**src/rtl/irq_source_ctrl.sv**
```systemverilog
// Interrupt-source controller feeding the CP0 hardware interrupt bus.
// Five device lines plus an internal countdown timer are latched as pending
// flags, masked, and presented on a 6-bit bus (bit 5 = timer, bits 4:0 = devices).
// Software services the block through a small word-addressed register port.
module irq_source_ctrl #(
  parameter int          TIMER_W  = 32,
  parameter logic [5:0]  MASK_RST = 6'h00
) (
  input  logic        clk,
  input  logic        rst,
  input  logic [4:0]  dev_irq,
  input  logic [2:0]  addr,
  input  logic        we,
  input  logic [31:0] wd,
  output logic [31:0] rd,
  output logic [5:0]  interrupt,
  output logic        any_irq
);

  localparam logic [2:0] ADDR_PEND   = 3'd0;
  localparam logic [2:0] ADDR_MASK   = 3'd1;
  localparam logic [2:0] ADDR_EDGE   = 3'd2;
  localparam logic [2:0] ADDR_TLOAD  = 3'd3;
  localparam logic [2:0] ADDR_TCOUNT = 3'd4;
  localparam logic [2:0] ADDR_TCTRL  = 3'd5;

  logic [5:0]         pend;
  logic [5:0]         mask;
  logic [4:0]         edge_mode;
  logic [4:0]         dev_q;
  logic [TIMER_W-1:0] tload;
  logic [TIMER_W-1:0] tcount;
  logic               timer_en;
  logic               auto_reload;
  logic               fire_d;

  logic               wr_pend;
  logic               wr_mask;
  logic               wr_edge;
  logic               wr_tload;
  logic               wr_tctrl;
  logic [4:0]         dev_set;
  logic               count_one;
  logic               timer_fire;
  logic [5:0]         pend_clr;
  logic [5:0]         pend_set;

  // Register write strobes, request set conditions and timer expiry detection
  always_comb begin
    wr_pend    = we && (addr == ADDR_PEND);
    wr_mask    = we && (addr == ADDR_MASK);
    wr_edge    = we && (addr == ADDR_EDGE);
    wr_tload   = we && (addr == ADDR_TLOAD);
    wr_tctrl   = we && (addr == ADDR_TCTRL);
    // Edge-mode bits need a fresh rising edge; level-mode bits follow the line
    dev_set    = (edge_mode & dev_irq & ~dev_q) | (~edge_mode & dev_irq);
    count_one  = (tcount == TIMER_W'(1));
    // Any software write to the timer this cycle takes over the counter, so no fire
    timer_fire = timer_en && count_one && !wr_tload && !wr_tctrl;
    pend_clr   = wr_pend ? wd[5:0] : 6'h00;
    pend_set   = {timer_fire, dev_set};
  end

  // Pending flags (set beats write-1-to-clear), mask/edge registers, line history
  always_ff @(posedge clk) begin
    if (rst) begin
      pend      <= 6'h00;
      mask      <= MASK_RST;
      edge_mode <= 5'h00;
      dev_q     <= 5'h00;
    end else begin
      pend  <= (pend & ~pend_clr) | pend_set;
      dev_q <= dev_irq;
      if (wr_mask) mask <= wd[5:0];
      if (wr_edge) edge_mode <= wd[4:0];
    end
  end

  // Countdown timer: fires on the 1->0 step, then reloads or stops one edge later
  always_ff @(posedge clk) begin
    if (rst) begin
      tload       <= '0;
      tcount      <= '0;
      timer_en    <= 1'b0;
      auto_reload <= 1'b0;
      fire_d      <= 1'b0;
    end else if (wr_tload) begin
      tload  <= wd[TIMER_W-1:0];
      tcount <= wd[TIMER_W-1:0];
      fire_d <= 1'b0;
    end else if (wr_tctrl) begin
      timer_en    <= wd[0];
      auto_reload <= wd[1];
      fire_d      <= 1'b0;
      if (wd[0] && (tcount == '0)) tcount <= tload;
    end else if (fire_d) begin
      fire_d <= 1'b0;
      if (auto_reload) tcount <= tload;
      else             timer_en <= 1'b0;
    end else if (timer_en && (tcount != '0)) begin
      tcount <= tcount - TIMER_W'(1);
      fire_d <= count_one;
    end
  end

  // Combinational read mux; unused bits and unmapped addresses read as zero
  always_comb begin
    rd = 32'h0;
    case (addr)
      ADDR_PEND:   rd = {26'h0, pend};
      ADDR_MASK:   rd = {26'h0, mask};
      ADDR_EDGE:   rd = {27'h0, edge_mode};
      ADDR_TLOAD:  rd = 32'(tload);
      ADDR_TCOUNT: rd = 32'(tcount);
      ADDR_TCTRL:  rd = {30'h0, auto_reload, timer_en};
      default:     rd = 32'h0;
    endcase
  end

  // Masked interrupt bus to CPzero and its summary bit
  always_comb begin
    interrupt = pend & mask;
    any_irq   = |interrupt;
  end

endmodule

```
**config.mk**
```make
export PLATFORM = sky130hd
export DESIGN_NAME = irq_source_ctrl
export DESIGN_NICKNAME = d
export VERILOG_FILES = /design/src/rtl/irq_source_ctrl.sv
export SDC_FILE = /design/constraint.sdc
export NUM_CORES = 1
export LEC_CHECK = 0
export ABC_CLOCK_PERIOD_IN_PS = 2600
export BUFFER_PORTS_ARGS = -buffer_cell sky130_fd_sc_hd__clkbuf_2
export CORE_MARGIN = 5
export CORE_UTILIZATION = 57
export DETAILED_ROUTE_END_ITERATION = 10
export GPL_TIMING_DRIVEN = 0
export PLACE_DENSITY = 0.78
export SYNTH_ARGS = -nofsm -noshare
export SYNTH_HDL_FRONTEND = slang
export SYNTH_SLANG_ARGS = --single-unit
export TNS_END_PERCENT = 20
```
**constraint.sdc**
```tcl
create_clock -name clk -period 2.6 [get_ports clk]
set_clock_uncertainty 0.1 [all_clocks]
set_input_delay 0.26 -clock clk [delete_from_list [all_inputs] [get_ports clk]]
set_output_delay 0.26 -clock clk [all_outputs]
set_load 0.005 [all_outputs]
```
==> metrics <==
Post-synth EDFFs=0; Worst Slack Setup Final=0.02992 ns; vias in the first global route=5207; Least-Margin Pin Slew=1.165 ns; area leader, netlist=dfxtp_1; worst setup path class=input port to output pin; num ports=82; DRT Wirelength=16900 um; Crit path buffers/inverters=4; CP delay by family, top=buffers and inverters; area delta synth->final=15.33%; Worst-path clk slew=0.10 ns; Main synth FF type=dfxtp_1; DP Worst Slack=-0.2842 ns; DR DRC count=0; Synthesized Nets=653; Async SR Flop Fraction=0%; site row count=34; Nets=741; number of diodes=0; delay of the slowest cell on the worst path=0.52 ns; Power Total=3.491 mW; CTS Buf Count=9; Longest Clk Path Bufs=2; DP Wirelength=12070 um; clk sink count=89; worst reg2reg path startpoint=tcount[0]; Reg area=1782 um2; CTS tree=built; library cells used by synthesis=63; CP endpoint kind=output pin; crit start category=input port; largest net degree at the start of global routing=17; Max-Cap Viols=0; Hold Path Cell Cnt=2; global route overflow=0; Clock Latency Late Sink=0.37 ns; drt via density=6.506; Hold Path Class=input port to register; I/O Buffers=78; Max Slew Vio Count=0; Final Hold Vio Count=0; #FFs+latches synth=89; post-CTS setup buffer count=0; initial antenna violation count=0; Worst EP arrival=2.21 ns; Seq/Total Area, Yosys=35.56%; GRT Total Usage=30.62%; DRT iter0 DRCs=575; crit path cell chain=buf_2 > nor2b_1 > clkbuf_1 > and2_1 > clkbuf_2 > a22o_1 > clkbuf_2; Setup crit start=addr[1]; slowest stage cell, crit path=and2_1; unrepaired setup endpoints after global routing=yes; Worst R2R Path Depth=9; Starting Density=58.03%; CP most frequent cell=clkbuf_2; Period minus WS final=2.570 ns; leakage power=2.289 nW; Synth Instances=608; CTS Root Cell=clkbuf_8; Routability Congestion=0.9477; multi-input gate area in the final layout=2997 um2; CP max FO=10; top cell type's share of synthesized area=35.56%; top cells by area, synth=dfxtp_1, mux2i_1, a21oi_1, nand2_1, a22o_1; first-pass GRT wire length=27040 um; pwr dens=604.1 nW/um2; Post-Syn Area per Cell=8.242 um2; Levels on crit path=7; chip height=103.8 um; Post-DP Area=5537 um2; final antenna-violating net count=0; DR pass1 iterations=6; die width=103.8 um; final instance area=5779 um2; # setup viols final=0; CP required=2.24 ns; Ys Warns=0; Worst VDD drop=0.3883 mV; routed len/inst=20.89 um; share of cells above drive strength 1=21.40%; Slew headroom=22.14%; H-tree depth=3; status=completed; Fill cells=768; mapped cell area=5011 um2; DR vias=5263; full die area=10770 um2; FMAX=0.3891 GHz; final clock period utilization by the worst path=98.85%; core area=8636 um2; worst hold start=dev_irq[0]
[power breakdown]
group / internal [mW] / leakage, nW / switching [mW]
combinational: 0.414 / 1.47 / 0.645
clock: 0.387 / 0.0941 / 0.557
sequential: 1.42 / 0.724 / 0.0639
total: 2.22 / 2.29 / 1.27
[synthesized netlist by cell type, drive strengths merged (8+ instances only)]
cell type and n:
nand2 72, nor3 17, mux2i 32, clkbuf 32, o21ai 23, nor2 64
a22o 28, buf 19, a32o 14, nor4 13, o31ai 8, and2 11
a211oi 10, nor2b 9, dfxtp 89, a21oi 63
[path summary, 6_finish.rpt]
check                                 end  slack [ns]
worst max-delay path               rd[27]        0.03
worst min register to register  tload[13]        0.38
worst max register to register  tcount[2]        0.12
worst min-delay path             dev_q[0]        0.03
[placed cells by master (no fill, tap or decap), types with 7 or more instances in the layout]
cell type,count
buf_2,8
nor2b_1,9
mux2i_1,32
clkbuf_1,24
a211oi_1,10
a21oi_1,63
a21o_1,7
clkbuf_2,84
nor3_1,14
nand3_1,7
o31ai_1,8
a22o_1,28
o21ai_0,21
and2_1,11
nor2_1,61
clkbuf_8,11
a32oi_1,7
a311oi_1,7
a32o_1,14
nand2_1,71
dfxtp_1,89
[cells by family (layout without fill, tap and decap cells)]
family,count (synthesis),count (layout),share of synthesized area (%)
compound gates,185,185,25.82
flops,89,89,35.56
buf+inv,58,151,5.643
mux,36,36,7.740
fa+ha+maj,2,2,0.4993
simple gates,229,229,23.17
xor+xnor,9,9,1.573
[metrics by stage]
stage / TNS [ns] / hold WS, ns / utilization, % / cells
3_5_place_dp: -5.661 / 0.3701 / 64.11 / 794
2_1_floorplan: 0 / 0.2960 / - / 608
6_report: 0 / 0.02635 / 66.92 / 809
4_1_cts: 0 / 0.02909 / 66.57 / 809
3_3_place_gp: -4.854 / 0.3618 / 64.11 / 794
5_1_grt: -0.02821 / 0.03985 / 66.92 / 809
[repair_timing]
item | in CTS | in global routing
setup endpoints to repair | 48 | 27
gates resized for setup | 8 | 9
hold buffers | 0 | 0
[sequential cells by signal (all words and copies together), names as in the netlist]
signal       flops
edge_mode        5
fire_d           1
tload           32
pend             6
auto_reload      1
timer_en         1
dev_q            5
mask             6
tcount          32
[layer usage]
metal	GRT usage, %	vias up	share of wire, %
li1	-	2427	-
met1	39.74	2493	41
met2	50.00	296	46
met3	5.970	47	9.8
met4	12.21	0	3.0
met5	0	-	0
[final cells by class]
class	instances	share of cell area (%)
multi-input cells	461	51.85
flip-flops and latches	89	30.83
repair buffers	78	6.755
plain buffers	50	4.568
clock buffers	10	2.381
well taps	108	2.338
clock inverters	6	0.8227
inverters	7	0.4546
(Power assumes the default switching activity.)
